--- src/rtl/fp16_add_engine_if.sv ---
// Host-side byte port of the fp16 add engine: memory access bus plus the done flag.
interface fp16_add_engine_if;
  logic       host_we;
  logic [7:0] host_addr;
  logic [7:0] host_wdata;
  logic [7:0] host_rdata;
  logic       done;

  modport master (output host_we, host_addr, host_wdata, input host_rdata, done);
  modport slave  (input host_we, host_addr, host_wdata, output host_rdata, done);
endinterface

--- src/rtl/fp16_add_engine.sv ---
// Standalone fp16 adder: fetches two big-endian operands from a private 256x8 memory,
// adds them with truncation and saturation, writes the result back and raises done.
module fp16_add_engine #(
  parameter logic [7:0] OPA_ADDR = 8'd128,
  parameter logic [7:0] OPB_ADDR = 8'd130,
  parameter logic [7:0] RES_ADDR = 8'd132
) (
  input  logic               clk,
  input  logic               reset,
  fp16_add_engine_if.slave   host
);

  localparam logic [7:0] OPA_LO = 8'(OPA_ADDR + 8'd1);
  localparam logic [7:0] OPB_LO = 8'(OPB_ADDR + 8'd1);
  localparam logic [7:0] RES_LO = 8'(RES_ADDR + 8'd1);

  typedef enum logic [3:0] {
    S_IDLE, S_RD0, S_RD1, S_RD2, S_RD3, S_UNPACK, S_ALIGN,
    S_ADDSUB, S_NORM, S_PACK, S_WR0, S_WR1, S_DONE
  } state_e;

  logic [7:0]  mem [256];

  state_e      state_q;
  logic        done_q;
  logic [15:0] a_q, b_q, res_q;
  logic        sx_q, sy_q;
  logic [5:0]  ex_q;
  logic [4:0]  ey_q;
  logic [10:0] sigx_q, sigy_q;
  logic [11:0] sum_q;

  logic [4:0]  ea_d, eb_d, shamt_d;
  logic [10:0] siga_d, sigb_d, sigy_al_d;
  logic        a_ge_b_d;
  logic [11:0] sum_d;

  // Result encoding: exact zero is unsigned, exponent overflow clamps to the largest magnitude.
  function automatic logic [15:0] pack_result(input logic s, input logic [5:0] e,
                                              input logic zero, input logic [9:0] frac);
    if (zero)            return 16'h0000;
    else if (e > 6'd31)  return {s, 15'h7FFF};
    else                 return {s, e[4:0], frac};
  endfunction

  always_comb begin
    ea_d     = a_q[14:10];
    eb_d     = b_q[14:10];
    siga_d   = {|ea_d, a_q[9:0]};
    sigb_d   = {|eb_d, b_q[9:0]};
    a_ge_b_d = {ea_d, siga_d} >= {eb_d, sigb_d};
    shamt_d  = ex_q[4:0] - ey_q;
    sigy_al_d = (shamt_d >= 5'd11) ? 11'd0 : (sigy_q >> shamt_d);
    if (sx_q == sy_q) sum_d = {1'b0, sigx_q} + {1'b0, sigy_q};
    else              sum_d = {1'b0, sigx_q} - {1'b0, sigy_q};
  end

  always_ff @(posedge clk) begin
    if (!reset) begin
      state_q <= S_IDLE;
      done_q  <= 1'b0;
      a_q     <= '0;
      b_q     <= '0;
      res_q   <= '0;
      sx_q    <= 1'b0;
      sy_q    <= 1'b0;
      ex_q    <= '0;
      ey_q    <= '0;
      sigx_q  <= '0;
      sigy_q  <= '0;
      sum_q   <= '0;
    end else begin
      case (state_q)
        S_IDLE: state_q <= S_RD0;
        S_RD0: begin a_q[15:8] <= mem[OPA_ADDR]; state_q <= S_RD1; end
        S_RD1: begin a_q[7:0]  <= mem[OPA_LO];   state_q <= S_RD2; end
        S_RD2: begin b_q[15:8] <= mem[OPB_ADDR]; state_q <= S_RD3; end
        S_RD3: begin b_q[7:0]  <= mem[OPB_LO];   state_q <= S_UNPACK; end
        // Larger magnitude becomes X so a subtraction never goes negative.
        S_UNPACK: begin
          if (a_ge_b_d) begin
            sx_q <= a_q[15]; ex_q <= {1'b0, ea_d}; sigx_q <= siga_d;
            sy_q <= b_q[15]; ey_q <= eb_d;         sigy_q <= sigb_d;
          end else begin
            sx_q <= b_q[15]; ex_q <= {1'b0, eb_d}; sigx_q <= sigb_d;
            sy_q <= a_q[15]; ey_q <= ea_d;         sigy_q <= siga_d;
          end
          state_q <= S_ALIGN;
        end
        S_ALIGN: begin sigy_q <= sigy_al_d; state_q <= S_ADDSUB; end
        S_ADDSUB: begin sum_q <= sum_d; state_q <= S_NORM; end
        // One left shift per cycle; a zero sum skips the loop to keep latency bounded.
        S_NORM: begin
          if (sum_q[11]) begin
            sum_q   <= sum_q >> 1;
            ex_q    <= ex_q + 6'd1;
            state_q <= S_PACK;
          end else if (sum_q != 12'd0 && !sum_q[10] && ex_q != 6'd0) begin
            sum_q <= sum_q << 1;
            ex_q  <= ex_q - 6'd1;
          end else begin
            state_q <= S_PACK;
          end
        end
        S_PACK: begin
          res_q   <= pack_result(sx_q, ex_q, sum_q == 12'd0, sum_q[9:0]);
          state_q <= S_WR0;
        end
        S_WR0: state_q <= S_WR1;
        S_WR1: begin state_q <= S_DONE; done_q <= 1'b1; end
        S_DONE: state_q <= S_DONE;
        default: state_q <= S_IDLE;
      endcase
    end
  end

  // Memory is never cleared; host owns it during reset, the engine only while running.
  always_ff @(posedge clk) begin
    if (!reset) begin
      if (host.host_we) mem[host.host_addr] <= host.host_wdata;
    end else if (state_q == S_WR0) begin
      mem[RES_ADDR] <= res_q[15:8];
    end else if (state_q == S_WR1) begin
      mem[RES_LO] <= res_q[7:0];
    end
  end

  assign host.host_rdata = mem[host.host_addr];
  assign host.done       = done_q;

endmodule

--- src/flat_wrapper.sv ---
// flat-port wrapper written by rule: the top's interface ports become plain ports
module fp16_add_engine_flat 
#(
  parameter logic [7:0] OPA_ADDR = 8'd128,
  parameter logic [7:0] OPB_ADDR = 8'd130,
  parameter logic [7:0] RES_ADDR = 8'd132
)
  (clk, reset, host_host_we, host_host_addr, host_host_wdata, host_host_rdata, host_done);
  fp16_add_engine_if host_i ();
  input  logic clk;
  input  logic reset;
  input wire logic [$bits(host_i.host_we)-1:0] host_host_we;
  input wire logic [$bits(host_i.host_addr)-1:0] host_host_addr;
  input wire logic [$bits(host_i.host_wdata)-1:0] host_host_wdata;
  output wire logic [$bits(host_i.host_rdata)-1:0] host_host_rdata;
  output wire logic [$bits(host_i.done)-1:0] host_done;
  assign host_i.host_we = host_host_we;
  assign host_i.host_addr = host_host_addr;
  assign host_i.host_wdata = host_host_wdata;
  assign host_host_rdata = host_i.host_rdata;
  assign host_done = host_i.done;
  fp16_add_engine #(.OPA_ADDR(OPA_ADDR), .OPB_ADDR(OPB_ADDR), .RES_ADDR(RES_ADDR)) u_core (.clk(clk), .reset(reset), .host(host_i));
endmodule
--- config.mk ---
export PLATFORM = sky130hd
export DESIGN_NAME = fp16_add_engine_flat
export DESIGN_NICKNAME = d
export VERILOG_FILES = /design/src/rtl/fp16_add_engine_if.sv /design/src/rtl/fp16_add_engine.sv /design/src/flat_wrapper.sv
export SDC_FILE = /design/constraint.sdc
export NUM_CORES = 2
export LEC_CHECK = 0
export BUFFER_PORTS_ARGS = -buffer_cell sky130_fd_sc_hd__clkbuf_2
export CORE_MARGIN = 2
export CORE_UTILIZATION = 55
export DETAILED_ROUTE_END_ITERATION = 10
export PLACE_DENSITY = 0.75
export SETUP_SLACK_MARGIN = 0.15
export SYNTH_ARGS = -nofsm -noshare
export SYNTH_HDL_FRONTEND = slang
export SYNTH_SLANG_ARGS = --single-unit
--- constraint.sdc ---
create_clock -name clk -period 3.07 [get_ports clk]
set_clock_uncertainty 0.1 [all_clocks]
set_input_delay 0.307 -clock clk [delete_from_list [all_inputs] [get_ports clk]]
set_output_delay 0.307 -clock clk [all_outputs]
set_load 0.01 [all_outputs]
# Word level (Yosys, flattened, before mapping)
# Memories as Yosys holds them, arrays and structs flattened. A register that Yosys moved wholly into a read port is not among the register bits.
# Cells that the tools add are included.
word_totals:
  elab_cells: 93
  output_inout_bits: 9
  ram_bits: 2048
  inputBits: 19
  register_bits: 68
  n_memories: 1
memory_table:
  columns: ["name", "depth", "width", "rd", "rd_ports_with_merged_regs", "write_ports", "line_no", "rtl"]
  rows:
  - ["u_core.mem", 256, 8, 5, 4, 1, "fp16_add_engine.sv:22", "logic [7:0] mem [256];"]
classes:
  n_lt_le_gt_ge: 3
  reduce_logical: 21
  eq_ne: 15
  shifts: 1
  n_addsub: 5
  mux: 36
op_table:
  columns: ["op", "count"]
  rows:
  - ["$pmux W4 S12", 1]
  - ["$mux W12", 3]
  - ["$mux W11", 3]
  - ["$mux W8", 4]
  - ["$pmux W12 S2", 1]
  - ["$pmux W11 S2", 1]
  - ["$eq A4 B4 Y1 const B", 5]
  - ["$eq A4 B3 Y1 const B", 4]
  - ["$ge A16 B16 Y1", 1]
  - ["$mux W16", 1]
  - ["$reduce_or A8 Y1", 2]
  - ["$mux W15", 1]
  - ["$mux W1", 14]
  - ["$add A11 B11 Y12", 1]
  - ["$logic_not A12 Y1", 1]
  - ["$mux W6", 2]
  - ["$pmux W6 S2", 1]
  - ["$reduce_bool A12 Y1", 1]
  - ["$sub A11 B11 Y12", 1]
  - ["$shr A11 B5 Y11", 1]
  - ["$mux W5", 2]
  - ["$reduce_or A5 Y1", 2]
  - ["$eq A4 B2 Y1 const B", 2]
  - ["$mux W4", 2]
  - ["other kinds (16)", 24]

# Depth between registers and ports, before layout
depth:
  word_depth: 7
  ltp_mapped: 12
  depth_no_buf: 12

# Worst setup path after synthesis
# OpenSTA, ideal clock, no wires.
synth_timing:
  kind: "input port to output port"
  start: "input port host_host_addr[0]"
  end: "output port host_host_rdata[1]"
  required_time_ns: 2.663
  path_stages: 8
  arrival_time_ns: 2.701
  slack_ns: -0.038
  path_cell_list: "buf_6 -> buf_4 -> buf_2 -> buf_2 -> mux4_2 -> mux4_2 -> a311oi_1 -> nand4_1"
synth_via:
  elab_chain_len: 1
synth_rtl:
  columns: ["item", "line_no", "rtl"]
  rows:
  - ["start, declared", "flat_wrapper.sv:13", "input wire logic [$bits(host_i.host_addr)-1:0] host_host_addr;"]
  - ["$mem_v2 Z256 W8", null, null]
  - ["end, declared", "flat_wrapper.sv:15", "output wire logic [$bits(host_i.host_rdata)-1:0] host_host_rdata;"]
# No other way between the ends.

==> results.toml <==
[status]
status = "finished, violations left"
failed_checks = "negative setup slack"

[setup_path]
path_cells = "mux4_2 > mux4_2 > a222oi_1 > buf_4 > nand4_1 > or3_4 > clkbuf_2"
crit-reg2reg-launch = "u_core.sigy_q[1]"
max_stage_delay_ns = 0.65
cp.required_ns = 2.66
startpoint_type = "flop"
cpMostUsedCell = "mux4_2"
crit_type = "reg2out"
crit_path_start = "u_core.mem[132][5]"
worstPathArrival_ns = 3.87
endpoint_kind = "output pin"
slowest_stage = "a222oi_1"
cp_max_fo = 1

[global_routing]
grt_pass1_wl_mm = 321
grt_pass1_vias = 46100
grt_max_degree = 143
grt_util_all_layers_pct = 28.2
grt_overflow = 0
antenna_found_initial = 5

[detailed_routing]
dr_total_vias = 46700
viasPerCell = 6.54
initialDrtViolationCount = 6812
finalWirelength_mm = 222
ant_nets = 0
detail_route.wl_per_cell_um = 31.1
drc = 0
drt_pass1_iterations = 6

[clock_tree]
cts_tree = "done"
cts_made_buffers = 205
ctsHtreeMaxLevel = 4
clk_latency_ns = 0.83
path_clk_slew_ns = 0.06
root_buffer = "clkbuf_16"
clockBufferDepth = 3
cts_sinks = 2148

[layout]
nets = 5004
finalNonFillerCells = 7149
diodes = 0
post-route-util_pct = 65.2
drive_gt1_share_pct = 34.9
area_delta_synth_final_pct = 17.7

[synth]
synth_ff_type = "edfxtp_1"
async_flop_share_pct = 0
synth_nets = 4300
synth_top_area_share_pct = 72.0
syn_area_per_cell_sq_um = 20.1
ys_seq_area_share_pct = 74.3
synth_area_leaders = "edfxtp_1 72%, mux4_2 15%, dfxtp_1 2.3%"
synth_edf_count = 2048
ys_ff_latch = 2148
synth_warnings = 0
yosysTopAreaCell = "edfxtp_1"
ys_types = 70
synthCells = 4240
synth_area_sq_mm = 0.0854

[timing]
worst_slack_ns = -1.21
period_minus_slack_ns = 4.28
finalCritPeriodShare_pct = 139
rsz0062_at_grt = "yes"
setup_viol = 8
slew_headroom_pct = 16.9
clock.fmax_mhz = 234
holdWs_ns = 0.102
tightest_slew_ns = 1.25
hold_viol_final = 0
slew_violations = 0

[floorplanning]
dieArea_sq_mm = 0.158
fp.dieH_um = 398
core_area_sq_mm = 0.154
num_rows = 144
io_pins = 28
die_width_um = 398
initial_utilization_pct = 55.4

[power_and_ir_drop]
swShare_pct = 21.5
p_leak_uw = 0.0329
p_comb_share_pct = 6.3
peakVddDrop_mv = 0.635
power.clock.fraction_pct = 40.5
p_sw_uw = 13000
intPower_uw = 47500
power.density_mw_per_mm2 = 602
power_uw = 60500
seqPwrFrac_pct = 53.2

[place]
dp.cells = 6777
place.gp.congestion = 0.908
hpwl_mm = 140
portBuffers = 27

[run]
cap_violations = 0

[worst_hold_path]
hold_class = "in2reg"
hp-start = "host_host_wdata[5]"
==> cells in the mapped netlist (5+ instances only) <==
cell / count
edfxtp_1: 2048
mux4_2: 579
nor2_1: 322
nand2_1: 149
clkbuf_1: 128
dfxtp_1: 100
mux2i_1: 92
a21oi_1: 80
buf_2: 55
o21ai_0: 51
a21boi_0: 44
nor3_1: 39
ha_1: 38
nand3_1: 37
buf_4: 35
inv_1: 33
a22oi_1: 31
mux2_2: 28
nor2b_1: 28
o22ai_1: 28
a221oi_1: 27
a22o_1: 25
o211ai_1: 24
buf_1: 20
nand2b_1: 19
xnor2_1: 15
nand4_1: 14
buf_6: 13
a21o_1: 11
xor2_1: 11
a211oi_1: 10
a31oi_1: 10
and3_1: 7
and2_1: 6
or3_1: 6
nor4_1: 5
o211a_1: 5
o221ai_1: 5
o32ai_1: 5
==> path summary, 6_finish.rpt <==
check                  endpoint  slack, ns  cells after the start
min reg2reg    u_core.host.done       0.37                      1
max          host_host_rdata[5]      -1.21                      7
min          u_core.mem[146][5]       0.10                      1
max reg2reg    u_core.sum_q[10]       0.27                     12
==> repair_timing <==
item	in CTS	in global routing
gates resized for setup	64	32
hold buffers	1	0
buffers inserted	2	1
pin swaps	22	8
endpoints found under the setup margin	12	23
endpoints found under the hold margin	30	0
==> flip-flops by register name (all words and copies together), names as in the netlist, 5 cells and up <==
register	cells
u_core.sigx_q	11
u_core.ex_q	6
u_core.sigy_q	11
u_core.ey_q	5
u_core.sum_q	12
u_core.res_q	16
u_core.a_q	16
u_core.mem	2048
u_core.b_q	16
==> worst max-delay path: cells and delay by family, from the launching register on <==
kind                   cells  cell delay (ns)
AND/OR/NAND/NOR            2             0.55
multiplexers               2             1.04
flip-flops                 1             0.42
buffers and inverters      2             0.40
AO/OA/AOI/OAI              1             0.65
==> per-layer routing <==
metal  share of wire, %  global-route usage, %
met1                 37                   39.5
met2                 48                   44.8
met3                 11                   5.88
met4                3.6                   9.85
met5              0.014                      0
==> through the flow <==
| step | instance area (sq um) | setup TNS (ns) | setup slack [ns] |
|---|---|---|---|
| after CTS | 100000 | -7.00 | -1.26 |
| after global placement | 93600 | -7.87 | -1.30 |
| after floorplan | 85600 | 0 | 0.0869 |
| after global routing | 101000 | -7.24 | -1.29 |
| after detailed placement | 93600 | -8.20 | -1.30 |
| final | 101000 | -6.92 | -1.21 |
==> layout make-up <==
class | instances | area [sq um]
Sequential cell | 2148 | 63500
Fill cell | 9813 | 53700
Multi-Input combinational cell | 1807 | 21100
Timing Repair Buffer | 748 | 6720
Clock buffer | 248 | 5330
Tap cell | 2044 | 2560
Clock inverter | 120 | 1120
Inverter | 34 | 128
==> power groups by stage <==
stage	logic, uW	clock network (uW)	registers, uW
final	3820	24500	32200
after global routing	3990	25800	32200
after CTS	3770	24700	32200
after detailed placement	3670	0	32800
after global placement	3610	0	32800
after floorplan	1920	0	32800
==> cell usage in the layout (no fill, tap or decap), types with 10 or more instances in the layout <==
master and instances:
a21boi_0 44, a21o_1 11, a21oi_1 75, a221oi_1 15, a221oi_2 12, a22o_1 24, a22oi_1 29, a31oi_1 10
buf_12 82, buf_4 633, bufinv_16 17, clkbuf_1 41, clkbuf_16 207, clkbuf_2 12, clkbuf_8 10, clkinv_1 45
clkinv_2 37, dfxtp_1 98, edfxtp_1 2048, ha_1 38, inv_1 33, mux2_2 28, mux2i_1 89, mux4_2 579
nand2_1 139, nand2_2 10, nand2b_1 19, nand3_1 33, nand4_1 14, nor2_1 266, nor2_2 54, nor2b_1 25
nor3_1 32, o211ai_1 24, o21ai_0 46, o22ai_1 20, xnor2_1 13, xor2_1 10
==> cell families after synthesis <==
family                   Yosys count  share of synthesized area [%]
buffers and inverters            285                           1.60
XOR/XNOR                          26                          0.267
adder cells (fa/ha/maj)           41                          0.627
AO/OA/AOI/OAI                    385                           3.08
flip-flops                      2148                           74.3
AND/OR/NAND/NOR                  656                           3.37
multiplexers                     699                           16.7
No activity file was read; power rests on OpenSTA's default activity.
